`config.mk`:
```
export PLATFORM = sky130hd
export DESIGN_NAME = lcd_timing_fsm
export DESIGN_NICKNAME = d
export VERILOG_FILES = /design/src/rtl/lcd_pkg.sv /design/src/rtl/lcd_delay_counter.sv /design/src/rtl/lcd_timing_fsm.sv
export SDC_FILE = /design/constraint.sdc
export NUM_CORES = 1
export LEC_CHECK = 0
export BUFFER_PORTS_ARGS = -buffer_cell sky130_fd_sc_hd__buf_2
export CAP_MARGIN = 20
export CORE_MARGIN = 2
export CORE_UTILIZATION = 56
export DETAILED_ROUTE_END_ITERATION = 10
export PLACE_DENSITY = 0.87
export SYNTH_ARGS = -nofsm -noshare
export SYNTH_HDL_FRONTEND = slang
export SYNTH_SLANG_ARGS = --single-unit
```
`constraint.sdc`:
```
create_clock -name CLK -period 3.7 [get_ports CLK]
set_input_delay 0 -clock CLK [delete_from_list [all_inputs] [get_ports CLK]]
set_output_delay 0 -clock CLK [all_outputs]
set_load 0.02 [all_outputs]
```
`src/rtl/lcd_pkg.sv`:
```
// Shared definitions for the LCD controller: state encoding, default 50 MHz timing
// constants and the HD44780 command bytes used by the main LCD FSM.
package lcd_pkg;

   typedef logic [3:0] lcd_state_t;

   localparam lcd_state_t S_IDLE    = 4'd0;
   localparam lcd_state_t S_SETUP_H = 4'd1;
   localparam lcd_state_t S_PULSE_H = 4'd2;
   localparam lcd_state_t S_HOLD_H  = 4'd3;
   localparam lcd_state_t S_GAP     = 4'd4;
   localparam lcd_state_t S_SETUP_L = 4'd5;
   localparam lcd_state_t S_PULSE_L = 4'd6;
   localparam lcd_state_t S_HOLD_L  = 4'd7;
   localparam lcd_state_t S_WAIT    = 4'd8;
   localparam lcd_state_t S_DONE    = 4'd9;

   // Cycle counts at 50 MHz
   localparam int unsigned DEF_T_SETUP = 2;
   localparam int unsigned DEF_T_PULSE = 12;
   localparam int unsigned DEF_T_HOLD  = 1;
   localparam int unsigned DEF_T_GAP   = 50;
   localparam int unsigned DEF_T_WAIT  = 2000;
   localparam int unsigned CLEAR_WAIT  = 82000;

   localparam logic [7:0] FUNCTION_SET = 8'h28;
   localparam logic [7:0] DISPLAY_OFF  = 8'h08;
   localparam logic [7:0] ENTRY_MODE   = 8'h06;
   localparam logic [7:0] CLEAR        = 8'h01;
   localparam logic [7:0] DISPLAY_ON   = 8'h0C;
   localparam logic [7:0] HOME         = 8'h02;

endpackage

```
`src/rtl/lcd_delay_counter.sv`:
```
// Loadable down-counter that stops at zero; zero is flagged combinationally from the register.
module lcd_delay_counter #(
   parameter int unsigned CW = 12
) (
   input  logic          clk,
   input  logic          rst_n,
   input  logic          load,
   input  logic [CW-1:0] load_val,
   output logic          zero
);

   logic [CW-1:0] cnt_q, cnt_d;

   always_comb begin
      cnt_d = cnt_q;
      if (load) begin
         cnt_d = load_val;
      end else if (cnt_q != '0) begin
         cnt_d = cnt_q - 1'b1;
      end
   end

   always_ff @(posedge clk or negedge rst_n) begin
      if (!rst_n) begin
         cnt_q <= '0;
      end else begin
         cnt_q <= cnt_d;
      end
   end

   assign zero = (cnt_q == '0);

endmodule

```
`src/rtl/lcd_timing_fsm.sv`:
```
// Drives one latched byte onto the 4-bit LCD bus as two timed nibbles, then pulses TM
// once the LCD has had its execution time.
module lcd_timing_fsm
   import lcd_pkg::*;
#(
   parameter int unsigned T_SETUP = DEF_T_SETUP,
   parameter int unsigned T_PULSE = DEF_T_PULSE,
   parameter int unsigned T_HOLD  = DEF_T_HOLD,
   parameter int unsigned T_GAP   = DEF_T_GAP,
   parameter int unsigned T_WAIT  = DEF_T_WAIT,
   parameter int unsigned CW      = 12
) (
   input  logic       CLK,
   input  logic       RST_N,
   input  logic       INITM,
   input  logic       RS_IN,
   input  logic [7:0] BYTE,
   output logic       TM,
   output logic       BUSY,
   output logic       LCD_E,
   output logic       LCD_RS,
   output logic       LCD_RW,
   output logic [3:0] SF_D
);

   localparam logic [CW-1:0] LD_SETUP = CW'(T_SETUP - 1);
   localparam logic [CW-1:0] LD_PULSE = CW'(T_PULSE - 1);
   localparam logic [CW-1:0] LD_HOLD  = CW'(T_HOLD - 1);
   localparam logic [CW-1:0] LD_GAP   = CW'(T_GAP - 1);
   localparam logic [CW-1:0] LD_WAIT  = CW'(T_WAIT - 1);

   lcd_state_t    state_q, state_d;
   logic [7:0]    byte_q, byte_d;
   logic          rs_q, rs_d;
   logic          load;
   logic [CW-1:0] load_val;
   logic          zero;

   lcd_delay_counter #(
      .CW(CW)
   ) u_delay (
      .clk     (CLK),
      .rst_n   (RST_N),
      .load    (load),
      .load_val(load_val),
      .zero    (zero)
   );

   // Every timed state exits on the zero edge and loads the next state's duration.
   always_comb begin
      state_d  = state_q;
      byte_d   = byte_q;
      rs_d     = rs_q;
      load     = 1'b0;
      load_val = '0;
      case (state_q)
         S_IDLE: if (INITM) begin
            state_d  = S_SETUP_H;
            byte_d   = BYTE;
            rs_d     = RS_IN;
            load     = 1'b1;
            load_val = LD_SETUP;
         end
         S_SETUP_H: if (zero) begin state_d = S_PULSE_H; load = 1'b1; load_val = LD_PULSE; end
         S_PULSE_H: if (zero) begin state_d = S_HOLD_H;  load = 1'b1; load_val = LD_HOLD;  end
         S_HOLD_H:  if (zero) begin state_d = S_GAP;     load = 1'b1; load_val = LD_GAP;   end
         S_GAP:     if (zero) begin state_d = S_SETUP_L; load = 1'b1; load_val = LD_SETUP; end
         S_SETUP_L: if (zero) begin state_d = S_PULSE_L; load = 1'b1; load_val = LD_PULSE; end
         S_PULSE_L: if (zero) begin state_d = S_HOLD_L;  load = 1'b1; load_val = LD_HOLD;  end
         S_HOLD_L:  if (zero) begin state_d = S_WAIT;    load = 1'b1; load_val = LD_WAIT;  end
         S_WAIT:    if (zero) state_d = S_DONE;
         S_DONE:    state_d = S_IDLE;
         default:   state_d = S_IDLE;
      endcase
   end

   // Outputs are decoded from the next state so the registered pins line up with the state.
   logic       upper, lower;
   logic [3:0] sf_next;

   always_comb begin
      upper = (state_d == S_SETUP_H) || (state_d == S_PULSE_H) ||
              (state_d == S_HOLD_H)  || (state_d == S_GAP);
      lower = (state_d == S_SETUP_L) || (state_d == S_PULSE_L) ||
              (state_d == S_HOLD_L)  || (state_d == S_WAIT);
      sf_next = 4'h0;
      if (upper) begin
         sf_next = byte_d[7:4];
      end else if (lower) begin
         sf_next = byte_d[3:0];
      end
   end

   always_ff @(posedge CLK or negedge RST_N) begin
      if (!RST_N) begin
         state_q <= S_IDLE;
         byte_q  <= 8'h00;
         rs_q    <= 1'b0;
         TM      <= 1'b0;
         BUSY    <= 1'b0;
         LCD_E   <= 1'b0;
         LCD_RS  <= 1'b0;
         SF_D    <= 4'h0;
      end else begin
         state_q <= state_d;
         byte_q  <= byte_d;
         rs_q    <= rs_d;
         TM      <= (state_d == S_DONE);
         BUSY    <= (state_d != S_IDLE);
         LCD_E   <= (state_d == S_PULSE_H) || (state_d == S_PULSE_L);
         LCD_RS  <= (upper || lower) && rs_d;
         SF_D    <= sf_next;
      end
   end

   assign LCD_RW = 1'b0;

endmodule
```
# [After elaboration in Yosys (flattened, before gate mapping)]
# Cells that the tools add are included.
[word_totals] ff_bits=33 output_inout_bits=9 in_bits=12 wordCells=70
[classes] reduce_logical=16 addsub=1 eq_ne=17 muxes=27
[op_table] operator="case mux 11 bit (5 select lines)" n=1
[op_table] operator="2-to-1 mux 4 bit" n=12
[op_table] operator="case mux 4 bit (9 select lines)" n=1
[op_table] operator="equality test 4 x 3 -> 1 bit (second input constant)" n=8
[op_table] operator="2-to-1 mux 12 bit" n=2
[op_table] operator="equality test 4 x 2 -> 1 bit (second input constant)" n=4
[op_table] operator="2-to-1 mux 8 bit" n=2
[op_table] operator="equality test 4 bit (second input constant)" n=3
[op_table] operator="logical NOT 12 bit" n=1
[op_table] operator="nonzero test 12 bit" n=1
[op_table] operator="subtractor 12 x 1 -> 12 bit (second input constant)" n=1
[op_table] operator="2-to-1 mux 11 bit" n=1
[op_table] operator="equality test 4 x 1 -> 1 bit (second input constant)" n=2
[op_table] operator="logical OR 1 bit" n=8
[op_table] operator="OR reduction 7 bit" n=1
[op_table] operator="2-to-1 mux 1 bit" n=6
[op_table] operator="2-to-1 mux 6 bit" n=1
[op_table] operator="logical NOT 4 bit" n=1
[op_table] operator="nonzero test 4 bit" n=1
[op_table] operator="case mux 1 bit (2 select lines)" n=1
[op_table] operator="nonzero test 2 bit" n=1
[op_table] operator="OR reduction 2 bit" n=1
[op_table] operator="logical AND 1 bit" n=1

# [Logic depth before layout (Yosys ltp)]
[logic_depth] word_depth=9 mapped_depth=7 depth_no_buf=7

# [Modules after synthesis]
# Synthesis repeated with hierarchy kept, for this count alone.
[unflattened] hier_cells=165 area_unflattened_um2=1711.6
[modules_own_cells] module="lcd_timing_fsm" area_per_inst_um2=980.9 cells_per_inst=93 n_inst=1 seq_area_each_um2=525.5
[modules_own_cells] module="lcd_delay_counter" area_per_inst_um2=730.7 cells_per_inst=72 n_inst=1 seq_area_each_um2=300.3

# [Worst setup path before layout]
# OpenSTA, ideal clock, no wires.
[synth_path] kind="reg-to-reg" from="reg u_delay.cnt_q[5]" to="reg u_delay.cnt_q[0]" arrival_ns=2.063 path_stages_with_launch=7 setup_time_ns=0.124 path_buffers=1 slack_ns=1.513 period_less_slack_ns=2.187 required_time_ns=3.576 path_cell_list="dfrtp_1 or4_4 or4_1 o22ai_2 buf_6 nor2_1 o31a_1"
[synth_via] elab_chain_cells=4 word_cells_on_any_way=11 cone_classes="mux: 8; reduce/logical: 3"
[synth_lines] item="start: declaration" line_no="lcd_delay_counter.sv:12" text="logic [CW-1:0] cnt_q, cnt_d;"
[synth_lines] item="start signal: assignment" line_no="lcd_delay_counter.sv:27" text="cnt_q <= cnt_d;"
[synth_lines] item="logical NOT 12 bit" line_no="lcd_delay_counter.sv:31" text="assign zero = (cnt_q == '0);"
[synth_lines] item="2-to-1 mux 11 bit, or another cell as far along" line_no="lcd_timing_fsm.sv:70" text="S_HOLD_L: if (zero) begin state_d = S_WAIT; load = 1'b1; load_val = LD_WAIT; end"
[synth_lines] item="case mux 11 bit (5 select lines) or case mux 1 bit (2 select lines) (tied branches)" line_no="lcd_timing_fsm.sv:56" text="case (state_q)"
[synth_lines] item="2-to-1 mux 12 bit or nonzero test 2 bit (tied branches)"
# Parallel ways exist; a longest one is shown, timed or not.
# A chain may end at the register's enable or synchronous reset.

# [Worst setup path after layout]
[layout_path] from="reg state_q[2]" to="reg SF_D[2]"
[layout_via] elab_chain_cells=8 word_cells_on_any_way=36 cone_classes="eq/ne: 16; mux: 13; reduce/logical: 7"
[layout_lines] item="start: declaration" line_no="lcd_timing_fsm.sv:32" text="lcd_state_t state_q, state_d;"
[layout_lines] item="start signal: assignment" line_no="lcd_timing_fsm.sv:105" text="state_q <= state_d;"
[layout_lines] item="equality test 4 bit, or another cell as far along" line_no="lcd_timing_fsm.sv:56"
[layout_lines] item="case mux 4 bit (9 select lines)" line_no="lcd_timing_fsm.sv:56"
[layout_lines] item="equality test 4 x 3 -> 1 bit" line_no="lcd_timing_fsm.sv:84" text="lower = (state_d == S_SETUP_L) || (state_d == S_PULSE_L) ||"
[layout_lines] item="logical OR 1 bit (2 in series)" line_no="lcd_timing_fsm.sv:84"
[layout_lines] item="logical OR 1 bit" line_no="lcd_timing_fsm.sv:85" text="(state_d == S_HOLD_L) || (state_d == S_WAIT);"
[layout_lines] item="2-to-1 mux 4 bit" line_no="lcd_timing_fsm.sv:89" text="end else if (lower) begin"
[layout_lines] item="2-to-1 mux 4 bit *" line_no="lcd_timing_fsm.sv:87" text="if (upper) begin"
[layout_lines] item="via sf_next[2]" line_no="lcd_timing_fsm.sv:79" text="logic [3:0] sf_next;"
[layout_lines] item="end signal: assignment" line_no="lcd_timing_fsm.sv:112" text="SF_D <= sf_next;"
[layout_lines] item="end: declaration" line_no="lcd_timing_fsm.sv:23" text="output logic [3:0] SF_D"
# Mark *: on every way through the listed nets, which the timed path passes. The rest lies on a longest branch.

==> flow_summary_export.csv <==
group,metric,value,unit
status,run_status,"finished with violations",
status,violations_in_the_final_reports,"design-rule violations",
yosys,synth_seq_cells,33,
place,gp_congestion,0.949,
yosys,synth_cells,166,
min_path,timing.hold.worst.class,"in -> reg",
sta,post-route-period-util,68.1,%
grt,number_of_antenna_violations_at_the_first_check_in_global_routing,0,
detailed_routing,via_count,1343,
min_path,holdPathStages,4,
yosys,synth_enable_flop_cells,0,
layout,share_of_post_route_cells_with_drive_strength_above_1,18.4,%
power_and_ir_drop,power.density_cell_area,766,nW/um2
yosys,synth_seq_area_share,49.4,%
die,design.portCount,21,
yosys,most_used_standard_cell_by_instance_count_after_synthesis,"sky130_fd_sc_hd__dfrtp_1",
sta,maxSlewHeadroom,27.8,%
place,port-buffer-count,19,
layout,final_net_count,209,
yosys,synth_commonest_cells,"sky130_fd_sc_hd__dfrtp_1 (33), sky130_fd_sc_hd__nor2_1 (20), sky130_fd_sc_hd__inv_1 (13), sky130_fd_sc_hd__mux2i_1 (9), sky130_fd_sc_hd__nand2_1 (9)",
sta,timing.final.crit_period,2.52,ns
yosys,synthTopCellsByArea,"sky130_fd_sc_hd__dfrtp_1 (49%), sky130_fd_sc_hd__mux2i_1 (5.4%), sky130_fd_sc_hd__nor2_1 (4.5%)",
clock_network,cts.reportedPaths.clkPinSlew,0.10,ns
critical_path,timing.critical_path.fanout_max,9,
die,die_h,58.6,um
layout,fillerInstances,188,
critical_path,timing.critical_path.from_type,"register",
die,fp.dieW,58.6,um
grt,grt_first_pass_wirelength,6.08,mm
layout,antenna_cells_inserted,0,
clock_network,cts-root-buf,"sky130_fd_sc_hd__clkbuf_4",
yosys,synth_top_flop_cell,"sky130_fd_sc_hd__dfrtp_1",
detailed_routing,drt_pass1_iterations,7,
sta,timing.fmax,397,MHz
sta,timing.final.hold_violations,0,
grt,overflow,0,
yosys,synth_top_cell_area_share,49.4,%
grt,grt_pass1_vias,1359,
clock_network,clock_tree.buffer_depth,2,
clock_network,numCtsBuffers,5,
yosys,yosys_warnings,0,
layout,finish.utilization,68.6,%
power_and_ir_drop,ir_drop,0.522,mV
power_and_ir_drop,total_leakage_power,0.866,nW
yosys,syn_area,1670,um2
detailed_routing,detail-route-antenna-nets,0,
yosys,asyncSetResetFlopFracSynth,100,%
clock_network,tritoncts_num_sinks,33,
yosys,synthesis.nets,180,
critical_path,cp_data_arrival_time,2.71,ns
sta,worst-slew-pin-transition,1.07,ns
clock_network,cts_max_level,2,
grt,pin_count_of_the_biggest_net_entering_global_routing,34,
detailed_routing,avgViaCountPerCell,5.92,
sta,timing.final.max_slew_violations,0,
place,dp_hpwl,2.39,mm
clock_network,tritoncts_clock_tree,"built",
flow_run,max_cap_violations,0,
grt,track_usage,23.4,%
critical_path,worstSetupPathType,"reg -> reg",
sta,clock-skew-final,0.00970,ns
die,rows,19,
detailed_routing,post_drt_wl_per_cell,15.3,um
sta,fin_tns_setup,0,ns
detailed_routing,finalWirelength,3.48,mm
die,floorplan.initialDensity,59.5,%
critical_path,cp-end-kind,"register",
detailed_routing,detail_route.iter0.violations,74,
critical_path,timing.reg2reg.worst_path_depth,6,
yosys,synth_area_leader_cell,"sky130_fd_sc_hd__dfrtp_1",
die,floorplan.die_area,3440,um2
yosys,synth.lib_cells_used.distinct,44,
detailed_routing,remaining_drc_errors,1,
critical_path,crit_required,3.89,ns
die,placeableCoreArea,2810,um2
clock_network,worst_skew_pair.late_latency,0.34,ns
yosys,post_synth.cell_area_avg,10.1,um2
sta,grt_setup_unrepaired,"no",
sta,setup_viol,0,
layout,flow.area_growth_from_synthesis,15.2,%
cell usage in the layout (no fill, tap or decap), drive strengths merged, types with 2 or more instances in the layout:
master	synthesis	final
dfrtp	33	33
nor2	21	21
buf	3	20
inv	13	13
dlygate4sd3	0	10
nand2	9	9
mux2i	9	9
xnor2	7	7
o21a	7	7
o22ai	6	6
a21oi	5	5
clkbuf	5	5
nand3	4	4
or3	4	4
o21ai	4	4
o31a	3	3
nor3	3	3
or4	3	3
nor4	2	2
and2	2	2
a21boi	2	2
mux2	2	2
nor4b	2	2
xor2	2	2
ha	2	2
clkinv	0	2
metrics by stage:
| step | instance area (um2) | total power, W | setup slack, ns | instances | hold WS (ns) |
|---|---|---|---|---|---|
| 6_report | 1920 | 0.00147 | 1.18 | 227 | 0.139 |
| 5_1_grt | 1920 | 0.00158 | 1.01 | 227 | 0.172 |
| 4_1_cts | 1920 | 0.00147 | 1.26 | 227 | 0.127 |
| 3_5_place_dp | 1770 | 0.00126 | 1.27 | 209 | 0.0940 |
| 3_3_place_gp | 1770 | 0.00122 | 1.36 | 209 | 0.0820 |
| 2_1_floorplan | 1670 | 0.00111 | 1.51 | 166 | -0.296 |
power breakdown:
group	internal (W)	switching (W)	leakage (nW)
logic	0.000284	0.000349	0.427
registers	0.000515	0.000129	0.407
clock network	0.0000715	0.000124	0.0310
total	0.000870	0.000603	0.866
area by class of cell:
| class | instances | area [um2] | area share [%] |
|---|---|---|---|
| sequential | 33 | 826 | 42.9 |
| multi-input combinational | 112 | 753 | 39.1 |
| timing repair buffer | 30 | 203 | 10.5 |
| inverter | 13 | 48.8 | 2.54 |
| tap | 31 | 38.8 | 2.02 |
| clock buffer | 5 | 37.5 | 1.95 |
| clock inverter | 3 | 17.5 | 0.910 |
final timing paths:
path	slack (ns)	end	from
hold / removal	0.14	state_q[0]	INITM
hold reg to reg	0.50	byte_q[5]	byte_q[5]
setup reg to reg	1.18	SF_D[2]	state_q[2]
setup / recovery	1.18	SF_D[2]	state_q[2]
min in group asynchronous	0.23	LCD_E	RST_N
max in group asynchronous	3.02	SF_D[2]	RST_N
worst max-delay path, stage by stage, from the launching register on:
cell and delay [ns]:
sky130_fd_sc_hd__dfrtp_1 0.49, sky130_fd_sc_hd__nor3_1 0.52, sky130_fd_sc_hd__nand2_1 0.20, sky130_fd_sc_hd__nor2_1 0.50
sky130_fd_sc_hd__buf_4 0.27, sky130_fd_sc_hd__mux2i_1 0.25, sky130_fd_sc_hd__o22ai_1 0.12
repair_timing:
item                       CTS  global route
hold endpoints to repair    45             0
hold buffers                10             0
resized for setup            0             0
setup endpoints to repair    0             0
buffers inserted             0             0
flip-flops by register name, summed over array words and instances (netlist names):
name           cells
u_delay.cnt_q     12
byte_q             8
SF_D               4
state_q            4
BUSY               1
LCD_E              1
LCD_RS             1
TM                 1
rs_q               1
logic make-up (layout without fill, tap and decap cells):
logic type,Yosys count,in the layout,synth area share [%]
AO/OA/AOI/OAI,34,34,14.6
XOR/XNOR,9,9,4.72
adder cells (fa/ha/maj),2,2,1.50
buffers and inverters,21,51,5.47
flip-flops,33,33,49.4
multiplexers,11,11,6.74
other,1,1,0.225
AND/OR/NAND/NOR,55,55,17.3
per-layer routing:
layer | global-route usage, % | wire length (um) | vias to the layer above
met4 | 12.0 | 61 | 0
met2 | 37.1 | 1730 | 48
met5 | 0 | 0 | -
met3 | 5.71 | 169 | 8
li1 | - | - | 629
met1 | 29.9 | 1510 | 658
No activity file was read; power rests on OpenSTA's default activity.
